`config.mk`:
```
export PLATFORM = sky130hd
export DESIGN_NAME = vn_sum_sequencer_flat
export DESIGN_NICKNAME = d
export VERILOG_FILES = /design/src/rtl/vn_sum_if.sv /design/src/rtl/vn_sum_sequencer.sv /design/src/flat_wrapper.sv
export SDC_FILE = /design/constraint.sdc
export NUM_CORES = 1
export LEC_CHECK = 0
export ABC_AREA = 1
export CAP_MARGIN = 20
export CORE_ASPECT_RATIO = 1.75
export CORE_MARGIN = 2
export CORE_UTILIZATION = 48
export DETAILED_ROUTE_END_ITERATION = 10
export PLACE_DENSITY = 0.78
export SYNTH_ARGS = -nofsm -noshare
export SYNTH_HDL_FRONTEND = slang
export SYNTH_SLANG_ARGS = --single-unit
```
`constraint.sdc`:
```
create_clock -name i_clk -period 2.6 [get_ports i_clk]
set_clock_uncertainty 0.15 [all_clocks]
set_input_delay 0.26 -clock i_clk [delete_from_list [all_inputs] [get_ports i_clk]]
set_output_delay 0.26 -clock i_clk [all_outputs]
set_load 0.02 [all_outputs]
```
`src/rtl/vn_sum_if.sv`:
```
// Handshake bundle between the message memory, the vn_sum_sequencer and the write-back stage.
// The sat_cnt member exists only when SAT_COUNT_EN is defined.
interface vn_sum_if #(
  parameter int N    = 7,
  parameter int DMAX = 4,
  parameter int CW   = $clog2(DMAX + 1)
);
  logic          start;
  logic [N-1:0]  llr;
  logic [CW-1:0] deg;
  logic          msg_valid;
  logic [N-1:0]  msg;
  logic          msg_ready;
  logic          sum_valid;
  logic [N-1:0]  sum;
  logic          sum_ready;
  logic          sat;
  logic          busy;
`ifdef SAT_COUNT_EN
  logic [15:0]   sat_cnt;
`endif

  modport master (
`ifdef SAT_COUNT_EN
    input  sat_cnt,
`endif
    output start, llr, deg, msg_valid, msg, sum_ready,
    input  msg_ready, sum_valid, sum, sat, busy
  );

  modport slave (
`ifdef SAT_COUNT_EN
    output sat_cnt,
`endif
    input  start, llr, deg, msg_valid, msg, sum_ready,
    output msg_ready, sum_valid, sum, sat, busy
  );
endinterface

```
`src/rtl/vn_sum_sequencer.sv`:
```
// Serial variable-node sum: channel LLR plus up to DMAX check messages through one saturating adder.
// Optional saturation-event counter enabled by defining SAT_COUNT_EN.
module vn_sum_sequencer #(
  parameter int N    = 7,
  parameter int DMAX = 4,
  parameter int CW   = $clog2(DMAX + 1)
) (
  input  logic     i_clk,
  input  logic     i_rst_n,
  vn_sum_if.slave  bus
);

  typedef enum logic [1:0] {
    ST_IDLE = 2'd0,
    ST_ACC  = 2'd1,
    ST_OUT  = 2'd2
  } state_t;

  // Two's complement add at N+1 bits, clamped to the N-bit range; MSB of the result flags a clamp.
  function automatic logic [N:0] sat_add(input logic [N-1:0] a, input logic [N-1:0] b);
    logic [N:0]   wide;
    logic [N-1:0] res;
    logic         ovf;
    wide = {a[N-1], a} + {b[N-1], b};
    ovf  = wide[N] ^ wide[N-1];
    if (!ovf) begin
      res = wide[N-1:0];
    end else if (wide[N]) begin
      res = {1'b1, {(N-1){1'b0}}};
    end else begin
      res = {1'b0, {(N-1){1'b1}}};
    end
    return {ovf, res};
  endfunction

  state_t        state_r, state_s;
  logic [N-1:0]  acc_r, acc_s;
  logic [CW-1:0] rem_r, rem_s;
  logic [N-1:0]  sum_r, sum_s;
  logic          sat_r, sat_s;
  logic          sum_valid_r;
  logic          msg_ready_r;
  logic          busy_r;
  logic [CW-1:0] deg_clip_s;
  logic [N:0]    add_s;
  logic          step_s;

  // Degree clamp and the shared adder.
  always_comb begin
    deg_clip_s = bus.deg;
    if (bus.deg > CW'(DMAX)) begin
      deg_clip_s = CW'(DMAX);
    end else begin
      deg_clip_s = bus.deg;
    end
    add_s = sat_add(acc_r, bus.msg);
  end

  // Next-state and datapath update.
  always_comb begin
    state_s = state_r;
    acc_s   = acc_r;
    rem_s   = rem_r;
    sum_s   = sum_r;
    sat_s   = sat_r;
    step_s  = 1'b0;
    case (state_r)
      ST_IDLE: begin
        if (bus.start) begin
          acc_s = bus.llr;
          sat_s = 1'b0;
          rem_s = deg_clip_s;
          if (deg_clip_s == {CW{1'b0}}) begin
            state_s = ST_OUT;
            sum_s   = bus.llr;
          end else begin
            state_s = ST_ACC;
          end
        end else begin
          state_s = ST_IDLE;
        end
      end
      ST_ACC: begin
        if (bus.msg_valid) begin
          step_s = 1'b1;
          acc_s  = add_s[N-1:0];
          sat_s  = sat_r | add_s[N];
          rem_s  = rem_r - CW'(1);
          if (rem_r == CW'(1)) begin
            state_s = ST_OUT;
            sum_s   = add_s[N-1:0];
          end else begin
            state_s = ST_ACC;
          end
        end else begin
          state_s = ST_ACC;
        end
      end
      ST_OUT: begin
        if (bus.sum_ready) begin
          state_s = ST_IDLE;
        end else begin
          state_s = ST_OUT;
        end
      end
      default: begin
        state_s = ST_IDLE;
      end
    endcase
  end

  // State and output registers; handshake flags are decoded from the next state.
  always_ff @(posedge i_clk) begin
    if (!i_rst_n) begin
      state_r     <= ST_IDLE;
      acc_r       <= {N{1'b0}};
      rem_r       <= {CW{1'b0}};
      sum_r       <= {N{1'b0}};
      sat_r       <= 1'b0;
      sum_valid_r <= 1'b0;
      msg_ready_r <= 1'b0;
      busy_r      <= 1'b0;
    end else begin
      state_r     <= state_s;
      acc_r       <= acc_s;
      rem_r       <= rem_s;
      sum_r       <= sum_s;
      sat_r       <= sat_s;
      sum_valid_r <= (state_s == ST_OUT);
      msg_ready_r <= (state_s == ST_ACC);
      busy_r      <= (state_s != ST_IDLE);
    end
  end

`ifdef SAT_COUNT_EN
  logic [15:0] sat_cnt_r;

  // Lifetime count of clamped add steps, sticking at all-ones.
  always_ff @(posedge i_clk) begin
    if (!i_rst_n) begin
      sat_cnt_r <= 16'd0;
    end else if (step_s && add_s[N] && (sat_cnt_r != 16'hFFFF)) begin
      sat_cnt_r <= sat_cnt_r + 16'd1;
    end else begin
      sat_cnt_r <= sat_cnt_r;
    end
  end

  assign bus.sat_cnt = sat_cnt_r;
`endif

  assign bus.msg_ready = msg_ready_r;
  assign bus.sum_valid = sum_valid_r;
  assign bus.sum       = sum_r;
  assign bus.sat       = sat_r;
  assign bus.busy      = busy_r;

endmodule

```
`src/flat_wrapper.sv`:
```
// flat-port wrapper written by rule: the top's interface ports become plain ports
module vn_sum_sequencer_flat 
#(
  parameter int N    = 7,
  parameter int DMAX = 4,
  parameter int CW   = $clog2(DMAX + 1)
)
  (i_clk, i_rst_n, bus_start, bus_llr, bus_deg, bus_msg_valid, bus_msg, bus_sum_ready, bus_msg_ready, bus_sum_valid, bus_sum, bus_sat, bus_busy);
  vn_sum_if #(.N(N), .DMAX(DMAX), .CW(CW)) bus_i ();
  input  logic i_clk;
  input  logic i_rst_n;
  input wire logic [$bits(bus_i.start)-1:0] bus_start;
  input wire logic [$bits(bus_i.llr)-1:0] bus_llr;
  input wire logic [$bits(bus_i.deg)-1:0] bus_deg;
  input wire logic [$bits(bus_i.msg_valid)-1:0] bus_msg_valid;
  input wire logic [$bits(bus_i.msg)-1:0] bus_msg;
  input wire logic [$bits(bus_i.sum_ready)-1:0] bus_sum_ready;
  output wire logic [$bits(bus_i.msg_ready)-1:0] bus_msg_ready;
  output wire logic [$bits(bus_i.sum_valid)-1:0] bus_sum_valid;
  output wire logic [$bits(bus_i.sum)-1:0] bus_sum;
  output wire logic [$bits(bus_i.sat)-1:0] bus_sat;
  output wire logic [$bits(bus_i.busy)-1:0] bus_busy;
  assign bus_i.start = bus_start;
  assign bus_i.llr = bus_llr;
  assign bus_i.deg = bus_deg;
  assign bus_i.msg_valid = bus_msg_valid;
  assign bus_i.msg = bus_msg;
  assign bus_i.sum_ready = bus_sum_ready;
  assign bus_msg_ready = bus_i.msg_ready;
  assign bus_sum_valid = bus_i.sum_valid;
  assign bus_sum = bus_i.sum;
  assign bus_sat = bus_i.sat;
  assign bus_busy = bus_i.busy;
  vn_sum_sequencer #(.N(N), .DMAX(DMAX), .CW(CW)) u_core (.i_clk(i_clk), .i_rst_n(i_rst_n), .bus(bus_i));
endmodule
```
==> results.md <==
Run status:
- The flow ran to the end, and the final reports show no timing, DRC or antenna violations.

Setup path:
- Tracing the worst setup path back leads to its startpoint at bus_msg[0].
- The required arrival time at the worst endpoint is 2.58 ns.
- Along the worst path, the maximum fanout reaches 6.
- The element type at the critical path end is a flop.
- Data arrives at the worst endpoint at 2.27 ns.
- The worst register-to-register path begins at u_core.acc_r[0].
- STA classifies the critical path startpoint as an input pin.
- The worst setup path is of the in -> reg kind.

Timing:
- Hold timing on the final database bottoms out at a slack of 0.363 ns.
- The count of endpoints failing hold in the final timing report is 0.
- Headroom to the max-slew limit came out at 0.657.
- The final worst-path cycle share is 0.881.
- The post-route minimum period is 2.29 ns.
- Setup repair after global routing left no endpoint under its margin.
- For the pin with the worst max-slew slack, the measured transition is 0.513 ns.
- The aggregate negative setup slack is 0 ns.
- The final worst-path setup slack is 0.309 ns.
- For this run, the top clock speed supported by timing is 0.436 GHz.
- The final setup violation count is 0.
- The total count of max-transition violations in the final report came to 0.

Yosys:
- The post-synthesis instance area is 1340 um^2.
- Synthesis produced a netlist whose cell count is 186.
- Synthesis produced a netlist with a net count of 218.
- The mean instance size in the synthesized netlist is 7.21 um^2.
- The sequential element share of the synthesized area is 0.343.
- In this run, synthesis produced a sequential element count of 23.
- The number of warning messages in the yosys log is 0.
- The number of different library cells used by synthesis comes to 29.

Floorplanning:
- After floorplanning, the core was divided into 25 placement rows.
- The I/O pin count is 33.
- The placeable core region is 2690 um^2.
- The vertical die dimension is 73.9 um.
- The initial cell density of the core is 0.499.
- The floorplan step defined a die boundary enclosing 3250 um^2.
- The die is 44.0 um wide.

Min path:
- The type of the most critical hold path is reg -> reg.
- The start point of the worst hold path is u_core.rem_r[1].

Cells and area:
- The area growth from synthesis to layout is 29.0%.
- The most common library cell in the layout ignoring fill and taps is sky130_fd_sc_hd__nand2_1.
- 0 antenna diodes ended up in the layout.
- The post-layout net count is 252.
- In the layout the commonest cells are 47 x sky130_fd_sc_hd__nand2_1, 32 x sky130_fd_sc_hd__clkdlybuf4s50_1, 23 x sky130_fd_sc_hd__dfxtp_1.
- The fraction of final layout cells with drive strength greater than 1 is 0.105.

Power and ir drop:
- Power comes to 995 uW.
- For this design the static power due to leakage is 0.000808 uW.
- The power density over the cells is 575 nW/um^2.
- VDD sags by at most 594 uV.

Clock network:
- The clock net in this run drives a total of 23 sinks.
- The number of buffers inserted by post-CTS setup repair is 0.
- Counting the buffers created by CTS gives 3.
- The number of hold-repair buffers added at the cts stage is 0.
- Clock-pin slew was measured on the worst setup and hold paths at 0.08 ns.
- The cell at the root of the clock tree is sky130_fd_sc_hd__clkbuf_8.
- The maximum buffer depth of the clock tree is 2.
- The H-tree level count is 1.
- The TritonCTS clock tree is built.
- The later pin in the worst-skew pair is clocked with a latency of 0.25 ns.
- The number of gates given a new drive strength after cts is 0.

Detailed routing:
- After detailed routing, the number of remaining DRC violations is 0.
- The post-route antenna net violation count is 0.
- The detailed router's first-iteration violation count is 39.
- The routed layout has 1,312 vias.
- The first detailed-routing pass ran for 4 iterations.
- The final layout contains routed wiring with a total length of 3230 um.
- The detail-routed via count per cell is 5.33.
- The per-cell routed wire length is 13.1 um.

Job:
- Max-cap violations in this run came to 0.

Global routing:
- The number of global-route vias before repair is 1,398.
- Entering global routing, the biggest net connects 19 pins.
- In the global route stage, overall resource usage came out at 0.221.
- The initial antenna violation count came to 0.
- For this run the aggregate overflow at the end of global routing stands at 0.
- The wire length of the first global-routing pass is 5510 um.

Placement:
- The HPWL reported at the end of detailed placement is 2670 um.
- Input and output buffers added on the ports amount to 32.
- Before CTS, the worst setup slack after placement is 0.0363 ns.
- The routability-driven placement congestion ratio is 0.841.
-- cell families (layout without fill, tap and decap cells) --
family,count (synthesis),in the layout,share of synthesized area
AO/OA/AOI/OAI,45,45,0.197
XOR/XNOR,3,3,0.0196
adder cells (fa/ha/maj),10,10,0.0989
buffers and inverters,24,57,0.0690
flip-flops,23,23,0.343
AND/OR/NAND/NOR,81,81,0.272
-- synthesized netlist by cell type (all sizes together) --
library cell   n  area (um^2)
or2            7         43.8
fa             1         20.0
ha             9          113
xor2           2         17.5
a31oi          1         6.26
nand3          8         55.1
nor3           1         5.00
clkbuf         2         8.75
a211oi         1         7.51
a31o           2         17.5
nand4          1         6.26
o21ai         17         85.1
xnor2          1         8.76
o21bai         2         15.0
a21oi         20          115
a221oi         2         17.5
dfxtp         23          460
nor2          13         53.8
inv           20         75.1
buf            2         8.75
nand2         51          201
-- stage by stage --
| stage | cells | utilization | instance area, um^2 |
|---|---|---|---|
| after floorplan | 186 | - | 1340 |
| after global placement | 242 | 0.627 | 1690 |
| after detailed placement | 242 | 0.627 | 1690 |
| after CTS | 246 | 0.643 | 1730 |
| after global routing | 246 | 0.643 | 1730 |
| final | 246 | 0.643 | 1730 |
-- final cells by class --
class / instances / area [um^2]
Clock buffer: 4 / 45.0
Timing Repair Buffer: 33 / 328
Fill cell: 249 / 960
Tap cell: 27 / 33.8
Multi-Input combinational cell: 139 / 788
Sequential cell: 23 / 460
Inverter: 20 / 75.1
-- final timing paths --
path / end / cells past startpoint / slack [ns]
min: u_core.rem_r[1] / 2 / 0.36
min reg2reg: u_core.rem_r[1] / 2 / 0.36
max reg2reg: u_core.acc_r[2] / 12 / 0.41
max: u_core.acc_r[2] / 13 / 0.31
-- state kept, by name (all words and copies together), names as in the netlist --
signal	cells
u_core.bus.sum	7
u_core.state_r	2
u_core.rem_r	3
u_core.bus.msg_ready	1
u_core.bus.sat	1
u_core.acc_r	7
u_core.bus.sum_valid	1
u_core.bus.busy	1
-- power breakdown --
| group | switching (uW) | internal [uW] |
|---|---|---|
| logic | 220 | 155 |
| registers | 19.1 | 387 |
| clock network | 104 | 109 |
-- critical path, cell delays in order --
cell and delay (ns):
sky130_fd_sc_hd__clkdlybuf4s50_1 0.41, sky130_fd_sc_hd__ha_1 0.22, sky130_fd_sc_hd__fa_1 0.40, sky130_fd_sc_hd__nand2_1 0.08, sky130_fd_sc_hd__nand2_1 0.07, sky130_fd_sc_hd__nand3_1 0.11
sky130_fd_sc_hd__nand2_1 0.08, sky130_fd_sc_hd__nand2_1 0.07, sky130_fd_sc_hd__nand2_1 0.09, sky130_fd_sc_hd__a21oi_4 0.22, sky130_fd_sc_hd__nand2_1 0.08, sky130_fd_sc_hd__nand2_1 0.10
sky130_fd_sc_hd__a21oi_1 0.07
-- routing by layer --
metal  share of wire  up-vias  wire (um)  track usage
met5               0        -          0            0
met3           0.024        4         79       0.0170
met4           0.017        0         55       0.0774
met1            0.37      610       1190        0.221
met2            0.59       24       1910        0.449
li1                -      674          -            -
No activity file was read; power rests on OpenSTA's default activity.
